## config.mk

```make
export PLATFORM = sky130hd
export DESIGN_NAME = mem_arbiter
export DESIGN_NICKNAME = d
export VERILOG_FILES = /design/src/rtl/mem_arbiter.sv
export SDC_FILE = /design/constraint.sdc
export NUM_CORES = 1
export LEC_CHECK = 0
export ABC_AREA = 1
export ABC_CLOCK_PERIOD_IN_PS = 8900
export CAP_MARGIN = 5
export CORE_MARGIN = 1.5
export CORE_UTILIZATION = 55
export CTS_BUF_LIST = sky130_fd_sc_hd__clkbuf_8 sky130_fd_sc_hd__clkbuf_16
export DETAILED_ROUTE_END_ITERATION = 6
export DONT_BUFFER_PORTS = 1
export GPL_ROUTABILITY_DRIVEN = 0
export PLACE_DENSITY = 0.67
export SYNTH_ARGS = -nofsm -noshare
export SYNTH_HDL_FRONTEND = slang
export SYNTH_SLANG_ARGS = --single-unit
```

## constraint.sdc

```tcl
create_clock -name clk -period 8.9 [get_ports clk]
set_input_delay 0.89 -clock clk [delete_from_list [all_inputs] [get_ports clk]]
set_output_delay 0.89 -clock clk [all_outputs]
set_load 0.1 [all_outputs]
```

## src/rtl/mem_arbiter.sv

```systemverilog
// Shared unified-memory sequencer for the fetch and data ports.
// Round-robin on ties, byte lanes, misalign rejection, stall timeout.
module mem_arbiter #(
  parameter int unsigned TIMEOUT  = 16,
  parameter logic [31:0] ERR_DATA = 32'hDEAD_BEEF
) (
  input  logic        clk,
  input  logic        rst,
  input  logic        i_req,
  input  logic [31:0] i_addr,
  output logic [31:0] i_rdata,
  output logic        i_done,
  input  logic        d_req,
  input  logic        d_we,
  input  logic        d_isbyte,
  input  logic [31:0] d_addr,
  input  logic [31:0] d_wdata,
  output logic [31:0] d_rdata,
  output logic        d_done,
  output logic        m_en,
  output logic        m_we,
  output logic [3:0]  m_be,
  output logic [29:0] m_addr,
  output logic [31:0] m_wdata,
  input  logic [31:0] m_rdata,
  input  logic        m_ready,
  output logic        err,
  output logic        busy
);

  typedef enum logic [1:0] {IDLE, ACCESS, DONE} state_t;

  state_t state, state_d;

  // gnt_q/last_gnt: 0 = fetch, 1 = data
  logic        gnt_q;
  logic        last_gnt;
  logic        we_q;
  logic        isbyte_q;
  logic        err_q;
  logic [1:0]  lane_q;
  logic [29:0] waddr_q;
  logic [3:0]  be_q;
  logic [31:0] wdata_q;
  logic [7:0]  cnt;

  logic        any_req;
  logic        sel;
  logic [31:0] sel_addr;
  logic        sel_we;
  logic        sel_byte;
  logic        sel_mis;
  logic        tmo;
  logic        fin;
  logic [7:0]  rbyte;
  logic [31:0] rd_val;

  always_comb begin
    any_req = i_req | d_req;
    if (i_req && d_req) sel = ~last_gnt;
    else                sel = d_req;
    sel_addr = sel ? d_addr : i_addr;
    sel_we   = sel & d_we;
    sel_byte = sel & d_isbyte;
    sel_mis  = (sel_addr[1:0] != 2'b00) && !sel_byte;
  end

  always_comb begin
    tmo = !m_ready && (cnt == 8'(TIMEOUT - 1));
    fin = m_ready || tmo;
    unique case (lane_q)
      2'd0:    rbyte = m_rdata[7:0];
      2'd1:    rbyte = m_rdata[15:8];
      2'd2:    rbyte = m_rdata[23:16];
      default: rbyte = m_rdata[31:24];
    endcase
    if (isbyte_q) rd_val = {{24{rbyte[7]}}, rbyte};
    else          rd_val = m_rdata;
  end

  always_ff @(posedge clk or posedge rst) begin
    if (rst) state <= IDLE;
    else     state <= state_d;
  end

  always_comb begin
    state_d = state;
    unique case (state)
      IDLE:    if (any_req) state_d = sel_mis ? DONE : ACCESS;
      ACCESS:  if (fin) state_d = DONE;
      DONE:    state_d = IDLE;
      default: state_d = IDLE;
    endcase
  end

  always_ff @(posedge clk or posedge rst) begin
    if (rst) begin
      gnt_q    <= 1'b0;
      last_gnt <= 1'b1;
      we_q     <= 1'b0;
      isbyte_q <= 1'b0;
      err_q    <= 1'b0;
      lane_q   <= 2'd0;
      waddr_q  <= 30'd0;
      be_q     <= 4'd0;
      wdata_q  <= 32'd0;
      cnt      <= 8'd0;
      i_rdata  <= 32'd0;
      d_rdata  <= 32'd0;
    end else begin
      unique case (state)
        IDLE: if (any_req) begin
          gnt_q    <= sel;
          last_gnt <= sel;
          we_q     <= sel_we;
          isbyte_q <= sel_byte;
          err_q    <= sel_mis;
          lane_q   <= sel_addr[1:0];
          waddr_q  <= sel_addr[31:2];
          be_q     <= sel_byte ? 4'b0001 << sel_addr[1:0] : 4'hF;
          wdata_q  <= sel_byte ? {4{d_wdata[7:0]}} : d_wdata;
          cnt      <= 8'd0;
          if (sel_mis && !sel_we) begin
            if (sel) d_rdata <= ERR_DATA;
            else     i_rdata <= ERR_DATA;
          end
        end
        ACCESS: begin
          cnt <= cnt + 8'd1;
          if (fin) begin
            err_q <= !m_ready;
            if (!we_q) begin
              if (gnt_q) d_rdata <= m_ready ? rd_val : ERR_DATA;
              else       i_rdata <= m_ready ? m_rdata : ERR_DATA;
            end
          end
        end
        DONE:    cnt <= 8'd0;
        default: cnt <= 8'd0;
      endcase
    end
  end

  always_comb begin
    m_en    = (state == ACCESS);
    m_we    = m_en & we_q;
    m_be    = m_en ? be_q : 4'd0;
    m_addr  = m_en ? waddr_q : 30'd0;
    m_wdata = m_en ? wdata_q : 32'd0;
    i_done  = (state == DONE) & ~gnt_q;
    d_done  = (state == DONE) & gnt_q;
    err     = (state == DONE) & err_q;
    busy    = (state != IDLE);
  end

endmodule
```

After elaboration in Yosys (flattened, before gate mapping)
Cells that the tools add are included.

storage, ports and cells
  bits in read-only memories = 0
  output and inout port bits = 136
  memories = 0
  input bits = 135
  RAM bits = 0
  latch bits = 0
  bits in registers = 147

cells by class
  eq/ne operators = 13
  add/sub/neg operators = 1
  bitwise gates (word level) = 9
  reduce and logical (&&, ||, !) cells = 18
  mux-type cells = 34
  order comparisons = 0
  shift-type cells = 1
  multiply operators = 0
  div/mod/pow operators = 0

operator list
  kind                                                    count
  two-way mux 32 bit                                      18
  case mux 32 bit (2 select lines)                        2
  two-way mux 30 bit                                      1
  case mux 8 bit (3 select lines)                         1
  case mux 8 bit (2 select lines)                         1
  AND reduction 7 bit                                     2
  inequality test 2 bit (second input constant)           6
  adder 8 x 1 -> 8 bit (second input constant)            1
  == test 8 x 4 -> 1 bit (second input constant)          1
  two-way mux 4 bit                                       2
  two-way mux 8 bit                                       1
  AND 1 bit                                               6
  two-way mux 2 bit                                       3
  nonzero test 2 bit                                      3
  == test 2 x 1 -> 1 bit (second input constant)          2
  == test 2 bit (second input constant)                   2
  logical AND 1 bit                                       4
  logical NOT 2 bit                                       2
  inequality test 2 x 1 -> 1 bit (second input constant)  2
  case mux 2 bit (2 select lines)                         1
  AND reduction 2 bit                                     2
  << shifter 1 x 2 -> 4 bit (first input constant)        1
  logical NOT 1 bit                                       3
  two-way mux 1 bit                                       3
  other kinds (5)                                         6

Longest topological paths before layout
Gate-level depths: netlist of run 1.

  depth in word-level cells = 9
  depth in mapped cells = 11
  mapped depth without buffers = 10

Least setup slack after synthesis of run 1
No wires, ideal clock.

  path kind = register -> output
  start point = register state[1]
  end point = output port m_addr[0]
  buffers on the path = 2
  stages on the path, launching flop included = 6
  arrival = 2319 ps
  setup slack = 5691 ps
  path through = dfrtp_1 > nor2_2 > inv_2 > clkbuf_1 > clkbuf_1 > nor2_1

on the way
  longest elaborated chain between the ends = 2

ends and longest elaborated chain
  what                    line  text
  start, declared         33    state_t state, state_d;
  start signal, assigned  83    else state <= state_d;
  == test 2 x 1 -> 1 bit  145   m_en = (state == ACCESS);
  two-way mux 30 bit      148   m_addr = m_en ? waddr_q : 30'd0;
  end, declared           23    output logic [29:0] m_addr,

Every way passes these cells.

Worst setup path in the final report of run 1
  start point = register last_gnt
  end point = register i_rdata[22]

on the way
  longest elaborated chain between the ends = 8

ends and longest elaborated chain
  what                                                     line    text
  start, declared                                          37      logic last_gnt;
  start signal, assigned                                   114     last_gnt <= sel;
  inverter 1 bit (*)                                       60      if (i_req && d_req) sel = ~last_gnt;
  two-way mux 1 bit (*)                                    60
  two-way mux 32 bit or AND 1 bit (tied branches)          62, 64
  nonzero test 2 bit or logical NOT 1 bit (tied branches)  65      sel_mis = (sel_addr[1:0] != 2'b00) && !sel_byte;
  logical AND 1 bit                                        65
  logical AND 1 bit                                        123     if (sel_mis && !sel_we) begin
  inequality test 2 bit (no line)                          -
  AND reduction 7 bit (no line) (*)                        -
  end signal, assigned                                     134     else i_rdata <= m_ready ? m_rdata : ERR_DATA;
  end, declared                                            11      output logic [31:0] i_rdata,

Mark *: on every way between the ends. The rest lies on a longest branch, timed or not.
A chain may end at the register's enable or synchronous reset.

==> results of run 1 <==
## cell usage after synthesis
| library cell | count |
|---|---|
| o21ai_2 | 1 |
| nand3_1 | 80 |
| buf_6 | 2 |
| dfstp_2 | 1 |
| inv_1 | 109 |
| inv_2 | 7 |
| nor3_1 | 1 |
| xnor2_1 | 1 |
| a22oi_1 | 2 |
| or2_2 | 1 |
| nand4_1 | 1 |
| nor2_1 | 153 |
| buf_4 | 2 |
| a21oi_1 | 60 |
| o21ai_0 | 83 |
| nor2_2 | 4 |
| a32o_1 | 1 |
| ha_1 | 1 |
| nand2_4 | 2 |
| nand3b_1 | 2 |
| buf_2 | 28 |
| nor2_4 | 4 |
| o22ai_1 | 32 |
| dfrtp_1 | 146 |
| o21ai_1 | 1 |
| nand2_2 | 5 |
| clkinv_1 | 1 |
| nand2_1 | 224 |
| xor2_1 | 1 |
| clkbuf_1 | 26 |
## flip-flops by register name (all words and copies together) (netlist names)
name and count:
waddr_q 30, i_rdata 32, lane_q 2, d_rdata 32, wdata_q 32, state 2
cnt 8, isbyte_q 1, err_q 1, last_gnt 1, gnt_q 1, be_q 4
we_q 1
## kinds of logic (layout without fill, tap and decap cells)
family,after synthesis,in the layout,synth area share
compound gates,180,180,0.130
xor+xnor,2,2,0.00238
fa+ha+maj,1,1,0.00170
buf+inv,175,152,0.0972
flops,147,147,0.501
simple gates,477,477,0.268
## worst paths after layout
kind                                     to  depth (start not counted)      from  slack (ns)
max in group asynchronous        waddr_q[3]                          2       rst        7.16
worst min register to register     last_gnt                          2  last_gnt        0.47
worst max-delay path            i_rdata[22]                          9  last_gnt        4.45
worst min-delay path             i_rdata[9]                          1       rst        0.46
worst max register to register  i_rdata[22]                          9  last_gnt        4.45
min in group clk                   last_gnt                          2  last_gnt        0.47
## critical path, stage by stage, from the launching register on
cell	delay, ns
dfstp_2	0.52
nand2_1	0.09
nand2_2	0.49
inv_2	0.39
nand2_1	0.79
nand3_1	0.18
nand2_2	0.86
nand2_2	0.69
nand2_1	0.22
nand2_1	0.07
## stage by stage
stage,std cells,cell area [sq um],hold WS [ns]
2_1_floorplan,982,7350,0.444
3_3_place_gp,1103,7510,0.453
3_5_place_dp,1103,7510,0.458
4_1_cts,1135,8110,0.468
5_1_grt,1135,8110,0.488
6_report,1135,8110,0.457
## cell type report
class / count / share of cell area
Sequential cell: 147 / 0.454
Multi-Input combinational cell: 660 / 0.387
Clock buffer: 19 / 0.0559
Inverter: 117 / 0.0551
Tap cell: 176 / 0.0272
Clock inverter: 13 / 0.0177
Timing Repair Buffer: 3 / 0.00278
## layer usage
| metal | wire, microns | vias up |
|---|---|---|
| met5 | 0 | - |
| met4 | 486 | 0 |
| met3 | 1850 | 34 |
| met2 | 9860 | 263 |
| met1 | 7710 | 2902 |
| li1 | - | 3034 |
==> impl_results.md, run 1 <==
* Fin util at 0.617
* Mapped Cells at 982
* Dpl ws at 4.07 ns
* Register Area at 3680 sq um
* CP arrival at ~4.8 ns
* Syn_nets at about 1100
* Mean Syn Cell Area at about 7.5 sq um
* First-pass GRT wire length at roughly 31000 microns
* Max Cap Violations at 0
* Core Footprint at roughly 13000 sq um
* Status: finished clean
* Num rows at between 40 and 50
* DR pass1 iterations at 5
* CTS resizes at 0
* CP Data Required Time at ~9.2 ns
* Total number of vias at a little over 6000
* Die area at between 10000 and 15000 sq um
* Initial core utilization at 0.560
* CTS root buf: clkbuf_16
* Nets at between 1000 and 1500
* Layout cells sized above 1 at 0.132
* Clock sinks at between 100 and 150
* Worst setup EP type: flop
* RSZ-0062 raised after global routing: false
* Commonest non-fill, non-tap cell in the layout: nand2_1
* Routed Antenna Nets at 0
* Worst-path clk slew at approximately 0.06 ns
* Slew @ Worst Pin at 1.16 ns
* # IOs at roughly 270
* FF+latch count, synth at around 150
* Kind of critical path: flop to flop
* Count of final hold-check violations at 0
* Setup violations, final at 0
* Max Fanout on Critical Path at 66
* Area grow syn2layout at 10.3%
* Post-CTS Setup Bufs at 0
* Largest net degree at the start of global routing at approximately 90
* Peak Freq at 0.225 GHz
* DRC Markers at 0
* Busiest grt layer: met2
* TritonCTS clock tree: done
* Sum of negative setup slack at 0 ns
* Clock latency at the later pin of the worst-skew pair at around 0.42 ns
* Post-synthesis sequential area ratio at 0.501
* Vias in the first global route at roughly 5900
* Worst Clk Skew at roughly 0.0046 ns
* # diodes at 0
* DIE WIDTH at 119 microns
* # fillers at 1207
* Area occupied by multi-input gates at approximately 3100 sq um
* Number of H-tree levels at 4
* Yosys warns at 0
* Vias/cell at roughly 5.5
* GRT Resource Usage Total at 0.290
* Most frequent cells in the layout: nand2_1, dfrtp_1, inv_1
* Clk buf depth at 2
* WL final at between 15000 and 20000 microns
* Routed wire length per instance at between 15 and 20 microns
* Initial antenna violation count at 1
* DR iter-0 viols at around 520
* Hold/Removal Path Class: primary input to async pin
* CP Launch Type: flop
* DPL Wire Length at about 14000 microns
* Die H at between 100 and 150 microns
* Tmin final at 4.45 ns
* Cell Area, Synth at roughly 7400 sq um
* IO buf count at 0
* Yosys top cell by area: dfrtp_1
* Distinct cells, synth at 30
* Synth top area share at 0.497
* Total congestion overflow at 0
* Num CTS Buffers at 17
* Max-slew violations at 0
* Slew headroom at 0.223
* Top cells by area, synth: dfrtp_1, nand2_1, nor2_1, o21ai_0, inv_1
* Met1 Track Usage GR at 0.350
* Met2 Use GR at 0.484
* Worst setup margin at approximately 4.5 ns
* Met3 usage at 0.101
* Cts hold-fix bufs at 0
* Final Cycle Share at 0.500
Power of run 1 is not shown: default switching activity piles up to over one toggle a cycle in this logic, so the estimate is an artifact.
==> run 2: changes to the inputs <==
- ABC_CLOCK_PERIOD_IN_PS: 8900 -> 4100
- clock period: 8.9 -> 4.1 ns (I/O delays scaled with it)
==> run 2 against run 1 <==
Effect of this change:
- worst hold slack got worse by 0.40 ns
- largest cell class unchanged
- flip-flop and latch count did not move
- non-clock buffer count increased by 70
- first-iteration DRC count is 2.5% lower
- highest routed layer unchanged
- global-route usage grew 0.89 points
- fmax up 27%
- worst setup slack worse by 3.9 ns
- clock-buffer cell count decreased by 2
- die area unchanged
- cell count rose by 6.2%
- design area is 7.7% higher
- core utilization increased by 4.8 points
==> impl_results.md, run 2 (same netlist as run 1, synthesis figures left out) <==
* Status: finished clean (unchanged)
* Total congestion overflow at 0 (unchanged)
* Num rows at 42 (unchanged)
* Vias/cell at 5.48 (was 5.49)
* # diodes at 0 (unchanged)
* Worst-path clk slew at 0.06 ns (about the same)
* Number of H-tree levels at 4 (unchanged)
* Initial antenna violation count at 0 (was 1)
* Vias in the first global route at 6426 (was 5876)
* Slew headroom at 0.226 (was 0.223)
* Final non-filler cell total at 1205 (was 1135)
* DR pass1 iterations at 5 (unchanged)
* Max Cap Violations at 0 (unchanged)
* CP Launch Type: flop (unchanged)
* Clk buf depth at 2 (unchanged)
* CP Data Required Time at 4.41 ns (was 9.20 ns)
* Max-slew violations at 0 (unchanged)
* Kind of critical path: flop to flop (unchanged)
* Max Fanout on Critical Path at 34 (was 66)
* CTS root buf: clkbuf_16 (unchanged)
* Slew @ Worst Pin at 1.16 ns (about the same)
* # IOs at 271 (unchanged)
* Post-CTS Setup Bufs at 0 (unchanged)
* Tmin final at 3.51 ns (was 4.45 ns)
* Nets at 1152 (was 1082)
* Count of final hold-check violations at 0 (unchanged)
* Clock sinks at 147 (unchanged)
* Hold/Removal Path Class: primary input to async pin (unchanged)
* Biggest registers after layout: d_rdata x32, i_rdata x32, wdata_q x32 (unchanged)
* CP arrival at 3.82 ns (was 4.75 ns)
* Sum of negative setup slack at 0 ns (unchanged)
* Largest net degree at the start of global routing at 105 (was 88)
* Die H at 119 microns (unchanged)
* TritonCTS clock tree: done (unchanged)
* Peak Freq at 0.285 GHz (was 0.225 GHz)
* Commonest non-fill, non-tap cell in the layout: nand2_1 (unchanged)
* DPL Wire Length at 14400 microns (was 14000 microns)
* Setup violations, final at 0 (unchanged)
* Area grow syn2layout at 18.8% (was 10.3%)
* Most frequent cells in the layout: nand2_1, dfrtp_1, inv_1 (unchanged)
* RSZ-0062 raised after global routing: false (unchanged)
* Routed Antenna Nets at 0 (unchanged)
* DIE WIDTH at 119 microns (unchanged)
* Core Footprint at 13100 sq um (unchanged)
* Cell total after placement at 1173 (was 1103)
* DRC Markers at 0 (unchanged)
* IO buf count at 0 (unchanged)
* First-pass GRT wire length at 33100 microns (was 31500 microns)
* Layout cells sized above 1 at 0.194 (was 0.132)
* Worst setup EP type: flop (unchanged)
* WL final at 20800 microns (was 19900 microns)
* Routed wire length per instance at 17.2 microns (was 17.5 microns)
* Num CTS Buffers at 17 (unchanged)
* GRT Resource Usage Total at 0.299 (was 0.290)
* Worst Clk Skew at 0.00795 ns (was 0.00463 ns)
* Die area at 14100 sq um (unchanged)
* Initial core utilization at 0.560 (unchanged)
* CTS resizes at 0 (unchanged)
* # fillers at 1183 (was 1207)
* Total number of vias at 6605 (was 6233)
* Cts hold-fix bufs at 0 (unchanged)
* Final Cycle Share at 0.855 (was 0.500)
* Clock latency at the later pin of the worst-skew pair at 0.43 ns (was 0.42 ns)
* DR iter-0 viols at 509 (was 522)
[run 2: changes by cell type in the layout (fill, tap and decap cells not counted), sizes merged]
cell / delta
buf: +70
bufinv: +4
inv: -3
clkbuf: -2
clkinvlp: +1
[run 2: final cells by class]
cell class	count	area (sq um)	area share
Multi-Input combinational cell	660	3140	0.360
Clock buffer	17	425	0.0487
Clock inverter	15	262	0.0299
Sequential cell	147	3680	0.421
Timing Repair Buffer	73	561	0.0642
Inverter	117	445	0.0510
Tap cell	176	220	0.0252
[run 2: final timing paths]
check                           start           to  slack [ns]  cells past startpoint
max                          last_gnt  i_rdata[14]        0.59                      9
min                               rst  d_rdata[26]        0.05                      1
max reg2reg                  last_gnt  i_rdata[14]        0.59                      9
min reg2reg                  last_gnt     last_gnt        0.49                      2
max in group asynchronous         rst  wdata_q[18]        3.02                      2
min in group clk           d_wdata[6]   wdata_q[6]        0.11                      2
[run 2: metal layers]
layer  track usage  vias to the layer above  wire length, microns
li1              -                     3187                     -
met5             0                        -                     0
met4         0.120                        0                   578
met1         0.361                     3100                  8060
met3        0.0922                       43                  1790
met2         0.501                      275                 10300
[run 2: stage by stage]
stage / setup slack, ns / util / area [sq um] / hold slack, ns
2_1_floorplan: 1.37 / - / 7350 / 0.444
3_3_place_gp: 0.733 / 0.613 / 8050 / 0.459
3_5_place_dp: 0.650 / 0.613 / 8050 / 0.464
4_1_cts: 0.600 / 0.665 / 8730 / 0.0684
5_1_grt: 0.315 / 0.665 / 8730 / 0.106
6_report: 0.594 / 0.665 / 8730 / 0.0546
[run 2: worst max-delay path: stages (launching register included)]
cell and delay (ns):
dfstp_2 0.53, nand2_1 0.11, nand2_2 0.51, inv_2 0.39, nand2_1 0.24, nand2_1 0.12
nor2_4 0.63, nand2_2 0.59, nand2_1 0.20, nand2_1 0.06
Power of run 2 is left out for the same reason.
==> run 3: changes to the inputs <==
- CORE_UTILIZATION: 55 -> 37
- GPL_ROUTABILITY_DRIVEN: 0 -> 1
- PLACE_DENSITY: 0.67 -> 0.48
==> run 3 against run 2 <==
Effect of this change:
- design area increased by 0.20%
- die area is 47% higher
- fmax up 30%
- routed wire length up 9.9%
==> impl_results.md, run 3 (same netlist as run 1, synthesis figures left out) <==
* Layout cells sized above 1 at 0.197 (was 0.194)
* Routed Antenna Nets at 0 (unchanged)
* Final non-filler cell total at 1299 (was 1205)
* Peak Freq at 0.372 GHz (was 0.285 GHz)
* DIE WIDTH at 144 microns (was 119 microns)
* DR iter-0 viols at 354 (was 509)
* Clock latency at the later pin of the worst-skew pair at 0.42 ns (was 0.43 ns)
* Largest net degree at the start of global routing at 67 (was 105)
* Total number of vias at 6444 (was 6605)
* Post-CTS Setup Bufs at 0 (unchanged)
* Max Cap Violations at 0 (unchanged)
* Initial antenna violation count at 0 (unchanged)
* Core Footprint at 19500 sq um (was 13100 sq um)
* Worst Setup SP: last_gnt (unchanged)
* Vias/cell at 4.96 (was 5.48)
* Final GP Congestion at approximately 0.82
* GRT Resource Usage Total at 0.225 (was 0.299)
* RSZ-0062 raised after global routing: false (unchanged)
* Reg2Reg Depth at 11 (was 9)
* Reg-to-reg setup timing slack at 1.41 ns (was 0.59 ns)
* Clk buf depth at 2 (unchanged)
* WL final at 22800 microns (was 20800 microns)
* Final Cycle Share at 0.656 (was 0.855)
* Setup violations, final at 0 (unchanged)
* IO buf count at 0 (unchanged)
* Final instance area at 8750 sq um (was 8730 sq um)
* Cts hold-fix bufs at 0 (unchanged)
* DRC Markers at 0 (unchanged)
* DR pass1 iterations at 5 (unchanged)
* CP endpoint: i_rdata[22] (was i_rdata[14])
* Vias in the first global route at 6339 (was 6426)
* Worst-path clk slew at 0.06 ns (about the same)
* Die area at 20700 sq um (was 14100 sq um)
* Reg-to-Reg Start: last_gnt (unchanged)
* Worst setup EP type: flop (unchanged)
* CTS root buf: clkbuf_16 (unchanged)
* Slew @ Worst Pin at 1.10 ns (was 1.16 ns)
* Routed wire length per instance at 17.6 microns (was 17.2 microns)
* Max Fanout on Critical Path at 32 (was 34)
* WHS at 0.0169 ns (was 0.0546 ns)
* First-pass GRT wire length at 35700 microns (was 33100 microns)
* Kind of critical path: flop to flop (unchanged)
* Sum of negative setup slack at 0 ns (unchanged)
* # fillers at 2044 (was 1183)
* Nets at 1157 (was 1152)
* Slew headroom at 0.269 (was 0.226)
* Status: finished clean (unchanged)
* Commonest non-fill, non-tap cell in the layout: nand2_1 (unchanged)
* DPL Wire Length at 16400 microns (was 14400 microns)
* TritonCTS clock tree: done (unchanged)
* Die H at 144 microns (was 119 microns)
* CTS resizes at 0 (unchanged)
* CP arrival at 3.05 ns (was 3.82 ns)
* Total congestion overflow at 0 (unchanged)
* Area grow syn2layout at 19.1% (was 18.8%)
* Tmin final at 2.69 ns (was 3.51 ns)
* Max-slew violations at 0 (unchanged)
* Number of H-tree levels at 4 (unchanged)
* Clock sinks at 147 (unchanged)
* Initial core utilization at 0.378 (was 0.560)
* CP Data Required Time at 4.46 ns (was 4.41 ns)
* Hold/Removal Path Class: primary input to async pin (unchanged)
* Count of final hold-check violations at 0 (unchanged)
* # IOs at 271 (unchanged)
* Biggest registers after layout: d_rdata x32, i_rdata x32, wdata_q x32 (unchanged)
* Cell total after placement at 1267 (was 1173)
* Num CTS Buffers at 17 (unchanged)
* Worst r2r dst: i_rdata[22] (was i_rdata[14])
* Most frequent cells in the layout: nand2_1, dfrtp_1, inv_1 (unchanged)
* # diodes at 0 (unchanged)
* Worst Clk Skew at 0.0112 ns (was 0.00795 ns)
* CP Launch Type: flop (unchanged)
* Post-Place Cell Area at 8210 sq um (was 8050 sq um)
* Num rows at 51 (was 42)
## run 3: cell count changes in the layout (fill, tap and decap cells not counted)
cell | previous run | this run
bufinv_16 | 7 | 1
buf_4 | 72 | 76
clkinv_2 | 3 | 5
inv_6 | 1 | 2
buf_12 | 1 | 2
clkinv_4 | 1 | 0
clkinvlp_4 | 3 | 6
inv_1 | 109 | 110
## run 3: worst min path at each step
stage             start    endpoint  slack (ns)
6_report            rst  waddr_q[2]        0.02
5_1_grt             rst  waddr_q[3]        0.08
3_3_place_gp   last_gnt    last_gnt        0.46
3_5_place_dp   last_gnt    last_gnt        0.46
2_1_floorplan  last_gnt    last_gnt        0.44
4_1_cts             rst  waddr_q[3]        0.04
## run 3: area by class of cell
cell class	instances	area, sq um	area share
Clock buffer	17	425	0.0486
Clock inverter	15	118	0.0134
Inverter	117	445	0.0509
Multi-Input combinational cell	660	3140	0.359
Sequential cell	147	3680	0.420
Tap cell	265	332	0.0379
Timing Repair Buffer	78	611	0.0698
## run 3: stage by stage
step | worst slack (ns) | utilization
floorplan | 1.37 | -
global placement | 1.45 | 0.422
detailed placement | 1.39 | 0.422
CTS | 1.37 | 0.450
global route | 1.08 | 0.450
finish | 1.41 | 0.450
## run 3: per-layer routing
layer | global-route usage | vias to the layer above | wire (microns)
met4 | 0.0580 | 0 | 199
met5 | 0 | - | 0
li1 | - | 3178 | -
met2 | 0.357 | 211 | 10900
met3 | 0.0776 | 13 | 2180
met1 | 0.293 | 3042 | 9550
## run 3: critical path, cell delays in order, from the launching register on
cell and delay [ns]:
dfstp_2 0.52, nand2_1 0.09, nand2_2 0.08, buf_4 0.33, nand2_1 0.10, nand2_1 0.12, nand2_1 0.12, nand3_1 0.10
nand2_2 0.31, nand2_2 0.64, nand2_1 0.12, nand2_1 0.09
Power of run 3 is left out for the same reason.
